--- src/rtl/mem_fill_pkg.sv ---
// ============================================================================
//  Module  : mem_fill_pkg
//  Brief   : Shared mode and FSM state encodings for the memory fill engine.
//  Revision: 1.0
// ============================================================================
`default_nettype none

package mem_fill_pkg;

    localparam logic [1:0] MODE_FILL_CONST   = 2'b00;
    localparam logic [1:0] MODE_FILL_INCR    = 2'b01;
    localparam logic [1:0] MODE_VERIFY_CONST = 2'b10;
    localparam logic [1:0] MODE_VERIFY_INCR  = 2'b11;

    typedef enum logic [1:0] {
        ST_IDLE = 2'd0,
        ST_RUN  = 2'd1,
        ST_DONE = 2'd2
    } state_t;

    // Bit 1 of the mode selects verify; bit 0 selects the incrementing pattern.
    function automatic logic is_verify(input logic [1:0] mode);
        return mode[1];
    endfunction

endpackage : mem_fill_pkg

`default_nettype wire

--- src/rtl/mem_fill_engine_if.sv ---
// ============================================================================
//  Module  : mem_fill_engine_if
//  Brief   : Command, status and memory-port bundle of the fill engine.
//  Revision: 1.0
// ============================================================================
`default_nettype none

interface mem_fill_engine_if #(
    parameter int DATA_WIDTH = 32,
    parameter int ADDR_WIDTH = 32,
    parameter int LEN_WIDTH  = 16
) ();

    logic                  start;
    logic [1:0]            mode;
    logic [ADDR_WIDTH-1:0] base_addr;
    logic [LEN_WIDTH-1:0]  length;
    logic [DATA_WIDTH-1:0] pattern;
    logic                  busy;
    logic                  done;
    logic                  mem_we;
    logic [ADDR_WIDTH-1:0] mem_addr;
    logic [DATA_WIDTH-1:0] mem_wdata;
    logic [DATA_WIDTH-1:0] mem_rdata;
    logic                  error;
    logic [LEN_WIDTH-1:0]  err_count;
    logic [ADDR_WIDTH-1:0] first_err_addr;

    // Engine side
    modport master (
        input  start, mode, base_addr, length, pattern, mem_rdata,
        output busy, done, mem_we, mem_addr, mem_wdata,
               error, err_count, first_err_addr
    );

    // Processor / memory side
    modport slave (
        output start, mode, base_addr, length, pattern, mem_rdata,
        input  busy, done, mem_we, mem_addr, mem_wdata,
               error, err_count, first_err_addr
    );

endinterface : mem_fill_engine_if

`default_nettype wire

--- src/rtl/mem_fill_pattern.sv ---
// ============================================================================
//  Module  : mem_fill_pattern
//  Brief   : Combinational expected-word generator (constant or pattern + i).
//  Revision: 1.0
// ============================================================================
`default_nettype none

module mem_fill_pattern #(
    parameter int DATA_WIDTH = 32,
    parameter int LEN_WIDTH  = 16
) (
    input  logic [DATA_WIDTH-1:0] i_pattern,
    input  logic [LEN_WIDTH-1:0]  i_idx,
    input  logic                  i_incr,
    output logic [DATA_WIDTH-1:0] o_expected
);

    // The sum wraps modulo 2^DATA_WIDTH by construction.
    assign o_expected = i_incr ? (i_pattern + DATA_WIDTH'(i_idx)) : i_pattern;

endmodule : mem_fill_pattern

`default_nettype wire

--- src/rtl/mem_fill_engine.sv ---
// ============================================================================
//  Module  : mem_fill_engine
//  Brief   : One-word-per-cycle memory fill / verify engine with error tally.
//  Revision: 1.0
// ============================================================================
`default_nettype none

module mem_fill_engine
    import mem_fill_pkg::*;
#(
    parameter int DATA_WIDTH = 32,
    parameter int ADDR_WIDTH = 32,
    parameter int LEN_WIDTH  = 16
) (
    input  logic              clk,
    input  logic              reset,
    mem_fill_engine_if.master bus
);

    localparam int C_WORD_BYTES = DATA_WIDTH / 8;

    state_t                r_state;
    logic [1:0]            r_mode;
    logic [LEN_WIDTH-1:0]  r_len;
    logic [DATA_WIDTH-1:0] r_pattern;
    logic [LEN_WIDTH-1:0]  r_idx;
    logic [ADDR_WIDTH-1:0] r_addr;
    logic                  r_we;
    logic                  r_busy;
    logic                  r_done;
    logic                  r_error;
    logic [LEN_WIDTH-1:0]  r_err_count;
    logic [ADDR_WIDTH-1:0] r_first_err;

    logic [DATA_WIDTH-1:0] w_expected;
    logic                  w_mismatch;
    logic                  w_last;

    mem_fill_pattern #(
        .DATA_WIDTH (DATA_WIDTH),
        .LEN_WIDTH  (LEN_WIDTH)
    ) u_pattern (
        .i_pattern  (r_pattern),
        .i_idx      (r_idx),
        .i_incr     (r_mode[0]),
        .o_expected (w_expected)
    );

    assign w_mismatch = (r_state == ST_RUN) && is_verify(r_mode) &&
                        (bus.mem_rdata != w_expected);
    assign w_last     = (r_idx == (r_len - LEN_WIDTH'(1)));

    always_ff @(posedge clk) begin
        if (reset) begin
            r_state     <= ST_IDLE;
            r_mode      <= '0;
            r_len       <= '0;
            r_pattern   <= '0;
            r_idx       <= '0;
            r_addr      <= '0;
            r_we        <= 1'b0;
            r_busy      <= 1'b0;
            r_done      <= 1'b0;
            r_error     <= 1'b0;
            r_err_count <= '0;
            r_first_err <= '0;
        end else begin
            r_done <= 1'b0;
            case (r_state)
                ST_IDLE: begin
                    if (bus.start) begin
                        r_mode      <= bus.mode;
                        r_len       <= bus.length;
                        r_pattern   <= bus.pattern;
                        r_addr      <= bus.base_addr;
                        r_idx       <= '0;
                        r_error     <= 1'b0;
                        r_err_count <= '0;
                        r_first_err <= '0;
                        if (bus.length != '0) begin
                            r_state <= ST_RUN;
                            r_busy  <= 1'b1;
                            r_we    <= ~is_verify(bus.mode);
                        end else begin
                            r_state <= ST_DONE;
                            r_done  <= 1'b1;
                        end
                    end
                end
                ST_RUN: begin
                    if (w_mismatch) begin
                        if (r_err_count != '1) begin
                            r_err_count <= r_err_count + LEN_WIDTH'(1);
                        end
                        r_error <= 1'b1;
                        // err_count never returns to zero, so r_error marks "seen one".
                        if (!r_error) begin
                            r_first_err <= r_addr;
                        end
                    end
                    if (w_last) begin
                        r_state <= ST_DONE;
                        r_busy  <= 1'b0;
                        r_we    <= 1'b0;
                        r_done  <= 1'b1;
                    end else begin
                        r_idx  <= r_idx + LEN_WIDTH'(1);
                        r_addr <= r_addr + ADDR_WIDTH'(C_WORD_BYTES);
                    end
                end
                ST_DONE: begin
                    r_state <= ST_IDLE;
                end
                default: begin
                    r_state <= ST_IDLE;
                end
            endcase
        end
    end

    // Gating with reset keeps the write strobe low during the reset cycle itself.
    assign bus.mem_we         = r_we & ~reset;
    assign bus.mem_addr       = r_addr;
    assign bus.mem_wdata      = w_expected;
    assign bus.busy           = r_busy;
    assign bus.done           = r_done;
    assign bus.error          = r_error;
    assign bus.err_count      = r_err_count;
    assign bus.first_err_addr = r_first_err;

endmodule : mem_fill_engine

`default_nettype wire

--- src/flat_wrapper.sv ---
// flat-port wrapper written by rule: the top's interface ports become plain ports
module mem_fill_engine_flat import mem_fill_pkg::*;
#(
    parameter int DATA_WIDTH = 32,
    parameter int ADDR_WIDTH = 32,
    parameter int LEN_WIDTH  = 16
)
  (clk, reset, bus_start, bus_mode, bus_base_addr, bus_length, bus_pattern, bus_mem_rdata, bus_busy, bus_done, bus_mem_we, bus_mem_addr, bus_mem_wdata, bus_error, bus_err_count, bus_first_err_addr);
  mem_fill_engine_if #(.DATA_WIDTH(DATA_WIDTH), .ADDR_WIDTH(ADDR_WIDTH), .LEN_WIDTH(LEN_WIDTH)) bus_i ();
  input  logic clk;
  input  logic reset;
  input wire logic [$bits(bus_i.start)-1:0] bus_start;
  input wire logic [$bits(bus_i.mode)-1:0] bus_mode;
  input wire logic [$bits(bus_i.base_addr)-1:0] bus_base_addr;
  input wire logic [$bits(bus_i.length)-1:0] bus_length;
  input wire logic [$bits(bus_i.pattern)-1:0] bus_pattern;
  input wire logic [$bits(bus_i.mem_rdata)-1:0] bus_mem_rdata;
  output wire logic [$bits(bus_i.busy)-1:0] bus_busy;
  output wire logic [$bits(bus_i.done)-1:0] bus_done;
  output wire logic [$bits(bus_i.mem_we)-1:0] bus_mem_we;
  output wire logic [$bits(bus_i.mem_addr)-1:0] bus_mem_addr;
  output wire logic [$bits(bus_i.mem_wdata)-1:0] bus_mem_wdata;
  output wire logic [$bits(bus_i.error)-1:0] bus_error;
  output wire logic [$bits(bus_i.err_count)-1:0] bus_err_count;
  output wire logic [$bits(bus_i.first_err_addr)-1:0] bus_first_err_addr;
  assign bus_i.start = bus_start;
  assign bus_i.mode = bus_mode;
  assign bus_i.base_addr = bus_base_addr;
  assign bus_i.length = bus_length;
  assign bus_i.pattern = bus_pattern;
  assign bus_i.mem_rdata = bus_mem_rdata;
  assign bus_busy = bus_i.busy;
  assign bus_done = bus_i.done;
  assign bus_mem_we = bus_i.mem_we;
  assign bus_mem_addr = bus_i.mem_addr;
  assign bus_mem_wdata = bus_i.mem_wdata;
  assign bus_error = bus_i.error;
  assign bus_err_count = bus_i.err_count;
  assign bus_first_err_addr = bus_i.first_err_addr;
  mem_fill_engine #(.DATA_WIDTH(DATA_WIDTH), .ADDR_WIDTH(ADDR_WIDTH), .LEN_WIDTH(LEN_WIDTH)) u_core (.clk(clk), .reset(reset), .bus(bus_i));
endmodule
--- config.mk ---
export PLATFORM = sky130hd
export DESIGN_NAME = mem_fill_engine_flat
export DESIGN_NICKNAME = d
export VERILOG_FILES = /design/src/rtl/mem_fill_pkg.sv /design/src/rtl/mem_fill_engine_if.sv /design/src/rtl/mem_fill_pattern.sv /design/src/rtl/mem_fill_engine.sv /design/src/flat_wrapper.sv
export SDC_FILE = /design/constraint.sdc
export NUM_CORES = 1
export LEC_CHECK = 0
export CAP_MARGIN = 15
export CELL_PAD_IN_SITES_DETAIL_PLACEMENT = 1
export CELL_PAD_IN_SITES_GLOBAL_PLACEMENT = 1
export CORE_MARGIN = 4
export CORE_UTILIZATION = 35
export CTS_BUF_LIST = sky130_fd_sc_hd__clkbuf_16
export DETAILED_ROUTE_END_ITERATION = 6
export DONT_BUFFER_PORTS = 1
export PLACE_DENSITY_LB_ADDON = 0.1
export SYNTH_ARGS = -nofsm -noshare
export SYNTH_HDL_FRONTEND = slang
export SYNTH_SLANG_ARGS = --single-unit
--- constraint.sdc ---
create_clock -name clk -period 4.95 [get_ports clk]
set_input_delay 0.495 -clock clk [delete_from_list [all_inputs] [get_ports clk]]
set_output_delay 0.495 -clock clk [all_outputs]
set_load 0.03 [all_outputs]
==> impl_metrics.ini <==
[outcome]
status = finished clean

[cts]
holdBufCountCts = 0
clk_latency_ns = 0.44
cts_max_level = 4
clockRootBuffer = clkbuf_16
cts_buffers = 17
cts_buffer_depth = 2
cts_setup_buffers = 0
path_clk_slew_ns = 0.07
cts.sinks = 152
cts_tree = built

[die]
die-area_sq_um = 31300
start_util = 0.357
die-width_microns = 177
rows = 61
fp.coreArea_sq_um = 27900
boundaryPins = 233
die_h_microns = 177

[grt]
grt_pass1_wl_microns = 57400
grt_overflow_total = 0
grt_pass1_vias = 9510
grt_max_degree = 97
grt_use_total = 0.234
antenna_found_initial = 1

[synthesis]
yosys.area.top_type = dfxtp_1
yosysUniqueCellTypes = 85
synth_seq_cells = 152
synthArstFlopShare = 0
netlist_area_sq_um = 9980
synth_edf_count = 0
ys_warn_count = 0
synth.top_cell.area_share = 0.305
synthTopCellsByArea = dfxtp_1 (30%), nand2_1 (9.3%), a21oi_1 (5.9%)
synthFlopType = dfxtp_1
yosysSeqAreaShare = 0.305
synthCells = 1277
synth_area_per_cell_sq_um = 7.81
synth_nets = 1415

[setup_path]
critPathRequiredTime_ns = 5.32
end_kind = register
arrival_ns = 4.93
r2r_cells = 14
worstSetupPathType = register to register
cp-start-kind = register
critPathMaxFanout = 19

[drt]
first_pass_iters = 5
wl_microns = 37200
drc = 0
vias_per_cell = 5.82
drt-initial-drc-count = 520
final_antenna_net_count = 0
routedWlPerCell_microns = 23.1
vias = 9377

[power_and_ir_drop]
p_clk_frac = 0.404
p_per_area_nw_per_um2 = 300
netSwitchingPower_w = 0.00107
leakagePower_nw = 3.73
switching_share = 0.332
peakVddDrop_uv = 236
sequentialPowerShare = 0.442
intPower_w = 0.00216
combPwrFrac = 0.154

[hold_path]
hold-path-cell-count = 1
hold_path_class = primary input to register

[final_layout]
n_fill_cell = 3425
nets = 1358
antenna_cells = 0
mostFrequentLayoutCells = nand2_1 (245), dfxtp_1 (151), a21oi_1 (117)
post-route-util = 0.385
final_common_cell = nand2_1
drive_gt1_frac = 0.101
syn_to_final_growth_pct = 7.76

[sta]
drv_slew = 0
post-route-period-util = 0.922
layout_min_cycle_time_ns = 4.57
fin_skew_ns = 0.0104
rsz0062_at_grt = false
hold_viol = 0
holdWs_ns = 0.149
tightestPinTransition_ns = 1.00
tns_ns = 0
fin_ws_ns = 0.385
fmax_ghz = 0.219
relSlewSlack = 0.325
setup_viol = 0

[place]
dp_slack_ns = 0.324
io_buffer_count = 0
place_hpwl_microns = 27800
gp_congestion = 0.931

[job]
maxCapViolCount = 0
[final timing paths]
| kind | startpoint | endpoint | slack, ns |
|---|---|---|---|
| worst max-delay path | u_core.r_idx[0] | u_core.bus.first_err_addr[4] | 0.38 |
| worst min-delay path | reset | u_core.r_mode[1] | 0.15 |
| worst max register to register | u_core.r_idx[0] | u_core.bus.first_err_addr[4] | 0.38 |
| worst min register to register | u_core.r_mode[1] | u_core.r_mode[1] | 0.47 |
[cell families after synthesis]
logic type               share of synthesized area
flip-flops                                   0.305
adder cells (fa/ha/maj)                     0.0271
buffers and inverters                       0.0510
AND/OR/NAND/NOR                              0.249
multiplexers                                0.0177
AO/OA/AOI/OAI                                0.261
XOR/XNOR                                    0.0887
[worst max-delay path, cell delays in order, from the launching register on]
cell and delay, ns:
dfxtp_1 0.36, ha_1 0.26, fa_1 0.42, a21o_1 0.22, a221oi_4 0.42, o22ai_1 0.17
nor2_1 0.18, mux2_2 0.35, or4_1 0.41, nor4_2 0.41, nand4_2 0.32, o21ai_4 0.35
nor2_4 0.19, buf_4 0.29, o2bb2ai_1 0.14
[layout make-up]
type / instances / area (sq um) / share of cell area
Multi-Input combinational cell: 1017 / 6470 / 0.602
Clock buffer: 17 / 425 / 0.0396
Tap cell: 378 / 473 / 0.0440
Inverter: 12 / 45.0 / 0.00419
Sequential cell: 152 / 3040 / 0.283
Timing Repair Buffer: 20 / 150 / 0.0140
Clock inverter: 15 / 141 / 0.0131
[per-stage QoR]
step	std cells	cell area, sq um	total power, W
finish	1611	10800	0.00323
global route	1611	10800	0.00338
CTS	1611	10700	0.00328
detailed placement	1579	10200	0.00195
global placement	1579	10200	0.00195
floorplan	1277	9980	0.00182
[state kept, by name, summed over array words and instances (netlist names)]
signal                     cells
u_core.bus.error               1
u_core.r_state                 2
u_core.bus.first_err_addr     32
u_core.bus.mem_addr           32
u_core.bus.done                1
u_core.r_mode                  2
u_core.r_pattern              32
u_core.r_len                  16
u_core.r_idx                  16
u_core.r_we                    1
u_core.bus.busy                1
u_core.bus.err_count          16
[repair_timing]
action / CTS / global route
setup endpoints to repair: 0 / 1
resized for setup: 0 / 1
endpoints found under the hold margin: 0 / 0
[power by group through the flow]
stage	logic, W	registers, W	clock network (W)
5_1_grt	0.000551	0.00144	0.00139
3_5_place_dp	0.000497	0.00146	0
6_report	0.000496	0.00143	0.00131
3_3_place_gp	0.000491	0.00146	0
2_1_floorplan	0.000411	0.00141	0
4_1_cts	0.000500	0.00143	0.00135
[Yosys cell counts (12+ instances only)]
library cell  count
nand2b_1         12
mux2_2           13
dfxtp_1         152
and3_1           26
clkbuf_1         56
o21ai_0          63
nand2_1         246
nor3_1           21
a211oi_1         19
o31ai_1          15
nor4_1           14
xnor2_1          55
o211ai_1         14
inv_1            12
o2bb2ai_2        30
a21oi_1         117
nor2_1           71
a22oi_1          15
xor2_1           33
or3_1            13
nand3_1          42
ha_1             20
nand4_1          24
buf_2            19
[metal layers]
layer	routed length (microns)	GRT usage	part of all wire
met3	3080	0.0831	0.083
met1	16000	0.293	0.43
met4	586	0.0542	0.016
met2	17600	0.387	0.47
met5	13	0	0.00035
(Power assumes the default switching activity.)
